## src/rtl/tmr_fault_manager.sv

```systemverilog
// Supervisory sequencer for the TMR voters. It keeps sticky fault status and a saturating event
// count, requests replica resyncs, retries a bounded number of times, then latches an alarm.
module tmr_fault_manager #(
  parameter int N_SRC       = 5,
  parameter int CNT_W       = 16,
  parameter int COOLDOWN    = 8,
  parameter int MAX_RETRY   = 3,
  parameter int ACK_TIMEOUT = 16
) (
  input  logic                         clk,
  input  logic                         rst_n,
  input  logic [N_SRC-1:0]             fault_i,
  input  logic                         enable_i,
  input  logic                         clear_i,
  input  logic                         resync_ack_i,
  output logic                         resync_req_o,
  output logic                         busy_o,
  output logic                         alarm_o,
  output logic [N_SRC-1:0]             status_o,
  output logic [CNT_W-1:0]             fault_count_o,
  output logic [$clog2(MAX_RETRY+1)-1:0] retry_cnt_o
);

  localparam int RC_W = $clog2(MAX_RETRY + 1);
  localparam int TMAX = (COOLDOWN > ACK_TIMEOUT) ? COOLDOWN : ACK_TIMEOUT;
  localparam int TM_W = $clog2(TMAX + 1);

  typedef enum logic [1:0] {ST_IDLE, ST_RESYNC, ST_COOLDOWN, ST_FAILED} state_e;

  state_e            state_q, state_d;
  logic [TM_W-1:0]   timer_q, timer_d;
  logic              seen_q, seen_d;
  logic [RC_W-1:0]   retry_q, retry_d;
  logic [N_SRC-1:0]  status_q, status_d;
  logic [CNT_W-1:0]  count_q, count_d;
  logic              req_q, req_d;
  logic              busy_q, busy_d;
  logic              alarm_q, alarm_d;
  logic              any_f;

  assign any_f = |fault_i;

  always_ff @(posedge clk or negedge rst_n) begin
    if (!rst_n) begin
      state_q  <= ST_IDLE;
      timer_q  <= '0;
      seen_q   <= 1'b0;
      retry_q  <= '0;
      status_q <= '0;
      count_q  <= '0;
      req_q    <= 1'b0;
      busy_q   <= 1'b0;
      alarm_q  <= 1'b0;
    end else begin
      state_q  <= state_d;
      timer_q  <= timer_d;
      seen_q   <= seen_d;
      retry_q  <= retry_d;
      status_q <= status_d;
      count_q  <= count_d;
      req_q    <= req_d;
      busy_q   <= busy_d;
      alarm_q  <= alarm_d;
    end
  end

  // Status and count track faults in every state; a clear restarts them from this cycle's faults.
  always_comb begin
    state_d  = state_q;
    timer_d  = timer_q;
    seen_d   = seen_q;
    retry_d  = retry_q;
    status_d = clear_i ? fault_i : (status_q | fault_i);
    if (clear_i)
      count_d = CNT_W'(any_f);
    else if (any_f && (count_q != '1))
      count_d = count_q + CNT_W'(1);
    else
      count_d = count_q;

    case (state_q)
      ST_IDLE: begin
        if (any_f && enable_i) begin
          state_d = ST_RESYNC;
          timer_d = '0;
        end
      end
      ST_RESYNC: begin
        if (resync_ack_i) begin
          state_d = ST_COOLDOWN;
          timer_d = '0;
          seen_d  = 1'b0;
        end else if (timer_q == TM_W'(ACK_TIMEOUT - 1)) begin
          state_d = ST_FAILED;
          timer_d = '0;
        end else begin
          timer_d = timer_q + TM_W'(1);
        end
      end
      ST_COOLDOWN: begin
        seen_d = seen_q | any_f;
        if (timer_q == TM_W'(COOLDOWN - 1)) begin
          timer_d = '0;
          if (!(seen_q | any_f)) begin
            retry_d = '0;
            state_d = ST_IDLE;
          end else if (retry_q == RC_W'(MAX_RETRY - 1)) begin
            retry_d = RC_W'(MAX_RETRY);
            state_d = ST_FAILED;
          end else begin
            retry_d = retry_q + RC_W'(1);
            state_d = ST_RESYNC;
          end
        end else begin
          timer_d = timer_q + TM_W'(1);
        end
      end
      ST_FAILED: begin
        if (clear_i) begin
          retry_d = '0;
          state_d = ST_IDLE;
        end
      end
      default: state_d = ST_IDLE;
    endcase
  end

  // Outputs are decoded from the next state so they are registered yet line up with state_q.
  always_comb begin
    req_d   = (state_d == ST_RESYNC);
    busy_d  = (state_d != ST_IDLE);
    alarm_d = (state_d == ST_FAILED);
  end

  assign resync_req_o  = req_q;
  assign busy_o        = busy_q;
  assign alarm_o       = alarm_q;
  assign status_o      = status_q;
  assign fault_count_o = count_q;
  assign retry_cnt_o   = retry_q;

endmodule
```

## config.mk

```make
export PLATFORM = sky130hd
export DESIGN_NAME = tmr_fault_manager
export DESIGN_NICKNAME = d
export VERILOG_FILES = /design/src/rtl/tmr_fault_manager.sv
export SDC_FILE = /design/constraint.sdc
export NUM_CORES = 1
export LEC_CHECK = 0
export BUFFER_PORTS_ARGS = -buffer_cell sky130_fd_sc_hd__buf_4
export CORE_MARGIN = 1
export CORE_UTILIZATION = 35
export DETAILED_ROUTE_END_ITERATION = 10
export PLACE_DENSITY = 0.53
export SYNTH_ARGS = -nofsm -noshare
export SYNTH_HDL_FRONTEND = slang
export SYNTH_SLANG_ARGS = --single-unit
```

## constraint.sdc

```tcl
create_clock -name clk -period 2.15 [get_ports clk]
set_clock_uncertainty 0.05 [all_clocks]
set_input_delay 0.43 -clock clk [delete_from_list [all_inputs] [get_ports clk]]
set_output_delay 0.43 -clock clk [all_outputs]
set_load 0.02 [all_outputs]
```

Yosys cells after proc, flatten, opt, wreduce, memory -nomap -nowiden
Cells that the tools add are included.
Word-level totals
  flip-flop bits (word level): 34
  bits in latches: 0
  RAM bits: 0
  memory bits (read-only): 0
  bits of input ports: 10
  output and inout port bits: 26
  memories kept: 0
Cells by class
  add/sub/neg operators: 3
  multipliers: 0
  div/mod/pow operators: 0
  $lt $le $gt $ge: 0
  eq/ne operators: 13
  shifts and indexed selects: 0
  multiplexer cells: 23
  bitwise gates (word level): 2
  reductions and logical operators: 12
Operator list (number)
  $mux 16: 2
  $mux 5: 5
  $mux 2: 11
  $add 16x1->16 const B: 1
  $ne 16x16->1 const B: 1
  $pmux 5 s3: 1
  $eq 2x2->1 const B: 4
  $ne 2x2->1 const B: 4
  $pmux 2 s4: 1
  $reduce_bool 2->1: 4
  $add 5x1->5 const B: 1
  $eq 5x3->1 const B: 1
  $eq 5x4->1 const B: 1
  $or 5x5->5: 1
  $reduce_or 5->1: 1
  $eq 2x1->1 const B: 2
  $pmux 2 s2: 1
  $reduce_and 2->1: 2
  $reduce_and 3->1: 1
  $reduce_bool 3->1: 1
  $add 2x1->2 const B: 1
  $logic_and 1x1->1: 2
  $logic_not 2->1: 1
  $pmux 1 s2: 1
  2 further kinds: 2

Logic depth before layout (Yosys ltp)
  word-level depth: 6
  mapped depth: 9
  mapped depth without buffers: 9

Worst setup path before layout
Ideal clock, no wire load.
  path kind: reg2reg
  start point: register state_q[0]
  end point: register timer_q[2]
  library setup time: 0.121 ns
  arrival time: 1.734 ns
  setup slack: 0.245 ns
  cell stages (with the launch flop): 7
  buffers on the path: 0
  clock period less this slack: 1.905 ns
  path through: dfrtp_1 inv_1 ha_1 nor2b_1 a311oi_1 o21ai_0 a22o_1
Between the ends
  word-level cells in the longest chain between the ends: 3
  elaborated cells on any way between the ends: 7
  those cells by class: eq/ne (3); mux (1); reduce/logical (3)
RTL lines
  start, declared: line 30  | state_e state_q, state_d;
  start signal, assigned: line 55  | state_q <= state_d;
  $eq 2x2->1 (tied with other cells): line 81  | case (state_q)
  $reduce_bool 3->1 (no line) or $ne 2x2->1 (tied branches)
  $reduce_and 2->1 (no line)
  end signal, assigned: line 56  | timer_q <= timer_d;
  end, declared: line 31  | logic [TM_W-1:0] timer_q, timer_d;
Parallel ways exist; a longest one is shown, timed or not.
A chain may end at the register's enable or synchronous reset.

Final worst setup path
  start point: register timer_q[0]
  end point: register req_q (netlist: resync_req_o)
Between the ends
  word-level cells in the longest chain between the ends: 5
  elaborated cells on any way between the ends: 7
  those cells by class: eq/ne (3); mux (4)
RTL lines
  $eq 5x4->1: line 93  | end else if (timer_q == TM_W'(ACK_TIMEOUT - 1)) begin
  $mux 2: line 93
  $mux 2: line 89  | if (resync_ack_i) begin
  $pmux 2 s4 *: line 81
  $eq 2x1->1 *: line 130  | req_d = (state_d == ST_RESYNC);
  via req_d: line 36  | logic req_q, req_d;
  end signal, assigned: line 61  | req_q <= req_d;
  end, declared: line 36
Mark *: on every way through the listed nets, which the timed path passes. The rest lies on a longest branch.

==> qor.txt <==
die height: 76.1 um
grt ovf: 0
layout overhead on the synthesized area: 22.8%
first-pass GRT wire length: 7.72 mm
Most used DFF post-synth: dfrtp_1
placed cell area: 0.00227 mm2
post-cts resize count: 0
most frequent cells in the layout: buf_4 (39), dfrtp_1 (34), nand2_1 (19), o21ai_0 (17), nor2_1 (16)
R2R depth: 9
H-tree depth: 2
TritonCTS Buffers: 5
crit-path cells: ha_1 > nand3_1 > inv_1 > ha_1 > o21ai_0 > a21oi_1 > o21ai_0 > o31a_1 > and3_1
crit-path max cell delay: 0.41 ns
R2R Path End: resync_req_o$_DFF_PN0_
slowest CP cell: dfrtp_1
Rows: 26
critical path launch point type: register
Max-Cap Viols: 0
CTS Buffer Depth: 2
DIE AREA: 0.00580 mm2
Tot Pwr: 2.08 mW
Max Freq: 526 MHz
outcome: finished clean
postcts setup bufs: 0
CP endpoint kind: register
Rel. slew slack: 0.694
Clock Sinks: 34
pin count of the biggest net entering global routing: 35
Initial Util: 0.369
Pre-antenna DRT Iters: 4
detailed placer's ending HPWL: 3.13 mm
gpl congestion: 0.870
DR DRC count: 0
Layout Cells excl Fill: 315
leakage power: 1.10 nW
Port Buf Inserts: 35
Hold Worst Slack: 0.0396 ns
RSZ-0062 raised after global routing: false
Top Ports: 36
Synth Cell Area: 0.00192 mm2
required time worst endpoint: 2.32 ns
initial antenna violation count: 0
VDD IR max: 0.000348 V
flop-to-flop setup slack: 0.25 ns
Mapped Nets: 223
worst-path maximum fanout: 4
Synth Register Bits: 34
Yosys top cell area share: 0.442
CP Data Arrival Time: 2.07 ns
Finished Cell Area: 0.00236 mm2
mean number of vias per cell: 5.09
Hold Fails Final Rpt: 0
DP Cell Count: 307
HP Class: in2async
total wire length: 4.36 mm
measured slew at the worst slew-check pin: 0.455 ns
Detail Route Antenna Nets: 0
Ys Warns: 0
Synth area leader: dfrtp_1
DR iter-0 viols: 87
register area share after synthesis: 0.442
CTS root buf: clkbuf_8
Buf+Inv Stages, Crit Path: 1
Die W: 76.1 um
Reg clk slew, reported paths: 0.07 ns
syn_area_per_cell: 9.47 um2
Inserted Diodes: 0
Reg-to-Reg Start: timer_q[0]$_DFFE_PN0P_
core area: 0.00520 mm2
Layout Nets: 264
share of layout cells above drive strength 1: 0.220
ys async rst share: 1.00
part of the cycle the worst path needs: 0.884
most common cell after layout, fill and taps aside: buf_4
Setup CP Type: reg2reg
Yosys cell types: 46
PwrDens: 879 mW/mm2
WL/cell: 13.8 um
EDFF count, synth: 0
Area contributors post-synth: dfrtp_1 (44%), ha_1 (6.5%), o21ai_0 (4.4%)
GRT Util Overall: 0.169
Worst path top cell family by delay: compound AO/OA/AOI/OAI gates
clock latency on the worst-skew pair: 0.28 ns
gate count of the mapped netlist: 203
vias in the first global route: 1,589
via count: 1,603
TNS Setup: 0 ns
Slew Viols, Final: 0
Min Clock Period, post-route: 1.90 ns
CTS tree: built
# setup viols final: 0
Hold Buf Count CTS: 0
-- routing by layer --
layer / global-route usage / wire length, um / vias up
met5: 0 / 0 / -
met4: 0.0519 / 48 / 0
met3: 0.0467 / 140 / 5
met2: 0.255 / 1940 / 35
met1: 0.234 / 2230 / 760
li1: - / - / 803
-- cell usage after synthesis, drive strengths merged, types with 2 or more instances --
| cell type | number |
|---|---|
| nor2b | 3 |
| nor2 | 16 |
| nand2b | 2 |
| dfrtp | 34 |
| nor3 | 7 |
| o211ai | 4 |
| inv | 9 |
| clkbuf | 3 |
| and3 | 5 |
| a21o | 9 |
| o21ai | 17 |
| or3 | 2 |
| xnor2 | 6 |
| xor2 | 4 |
| nand4 | 3 |
| nor4 | 3 |
| ha | 10 |
| a21oi | 12 |
| mux2i | 2 |
| nand2 | 19 |
| and2 | 4 |
| nand3 | 9 |
| and4 | 2 |
| buf | 2 |
-- how the worst max path moves through the flow --
| stage | startpoint | end | depth (start not counted) | slack, ns |
|---|---|---|---|---|
| finish | timer_q[0]$_DFFE_PN0P_ | resync_req_o$_DFF_PN0_ | 9 | 0.25 |
| global placement | fault_i[0] | retry_cnt_o[0]$_DFFE_PN0P_ | 6 | 0.18 |
| detailed placement | fault_i[0] | fault_count_o[7]$_DFFE_PN0P_ | 6 | 0.14 |
| global route | timer_q[0]$_DFFE_PN0P_ | resync_req_o$_DFF_PN0_ | 6 | 0.07 |
| floorplan | state_q[0]$_DFF_PN0_ | timer_q[2]$_DFFE_PN0P_ | 6 | 0.25 |
| CTS | timer_q[0]$_DFFE_PN0P_ | resync_req_o$_DFF_PN0_ | 9 | 0.25 |
-- registers in the layout, summed over array words and instances (netlist names) --
| name | cells |
|---|---|
| status_o | 5 |
| state_q | 2 |
| timer_q | 5 |
| alarm_o | 1 |
| retry_cnt_o | 2 |
| seen_q | 1 |
| busy_o | 1 |
| fault_count_o | 16 |
| resync_req_o | 1 |
-- power by group --
group | internal, mW | switching (mW) | leakage (nW)
Sequential | 0.739 | 0.0934 | 0.443
Combinational | 0.335 | 0.424 | 0.607
Clock | 0.258 | 0.227 | 0.0482
Total | 1.33 | 0.744 | 1.10
-- cell type report --
type                       count  area (um2)
clock buffer                   7        86.3
fill                         517        2840
sequential                    34         851
multi-input combinational    155        1000
timing repair buffer          39         293
clock inverter                 1        5.00
inverter                       9        33.8
tap                           70        87.6
-- cells by family (layout without fill, tap and decap cells) --
group | Yosys count | in the layout | synth area share
compound gates | 53 | 53 | 0.181
fa+ha+maj | 10 | 10 | 0.0651
simple gates | 80 | 80 | 0.221
buf+inv | 14 | 56 | 0.0351
xor+xnor | 10 | 10 | 0.0455
flops | 34 | 34 | 0.442
mux | 2 | 2 | 0.0104
-- worst register-to-register path: cells and delay by family (launching register included) --
kind,cells,cell delay (ns)
adder cells (fa/ha/maj),2,0.45
AO/OA/AOI/OAI,4,0.61
buffers and inverters,1,0.05
AND/OR/NAND/NOR,2,0.28
flip-flops,1,0.41
-- through the flow --
stage                     setup WS (ns)  utilization
after global placement            0.182        0.436
after CTS                         0.251        0.454
after global routing             0.0731        0.454
after floorplan                   0.245            -
final                             0.250        0.454
after detailed placement          0.142        0.436
Note: power is estimated with default switching activity, not from simulation.
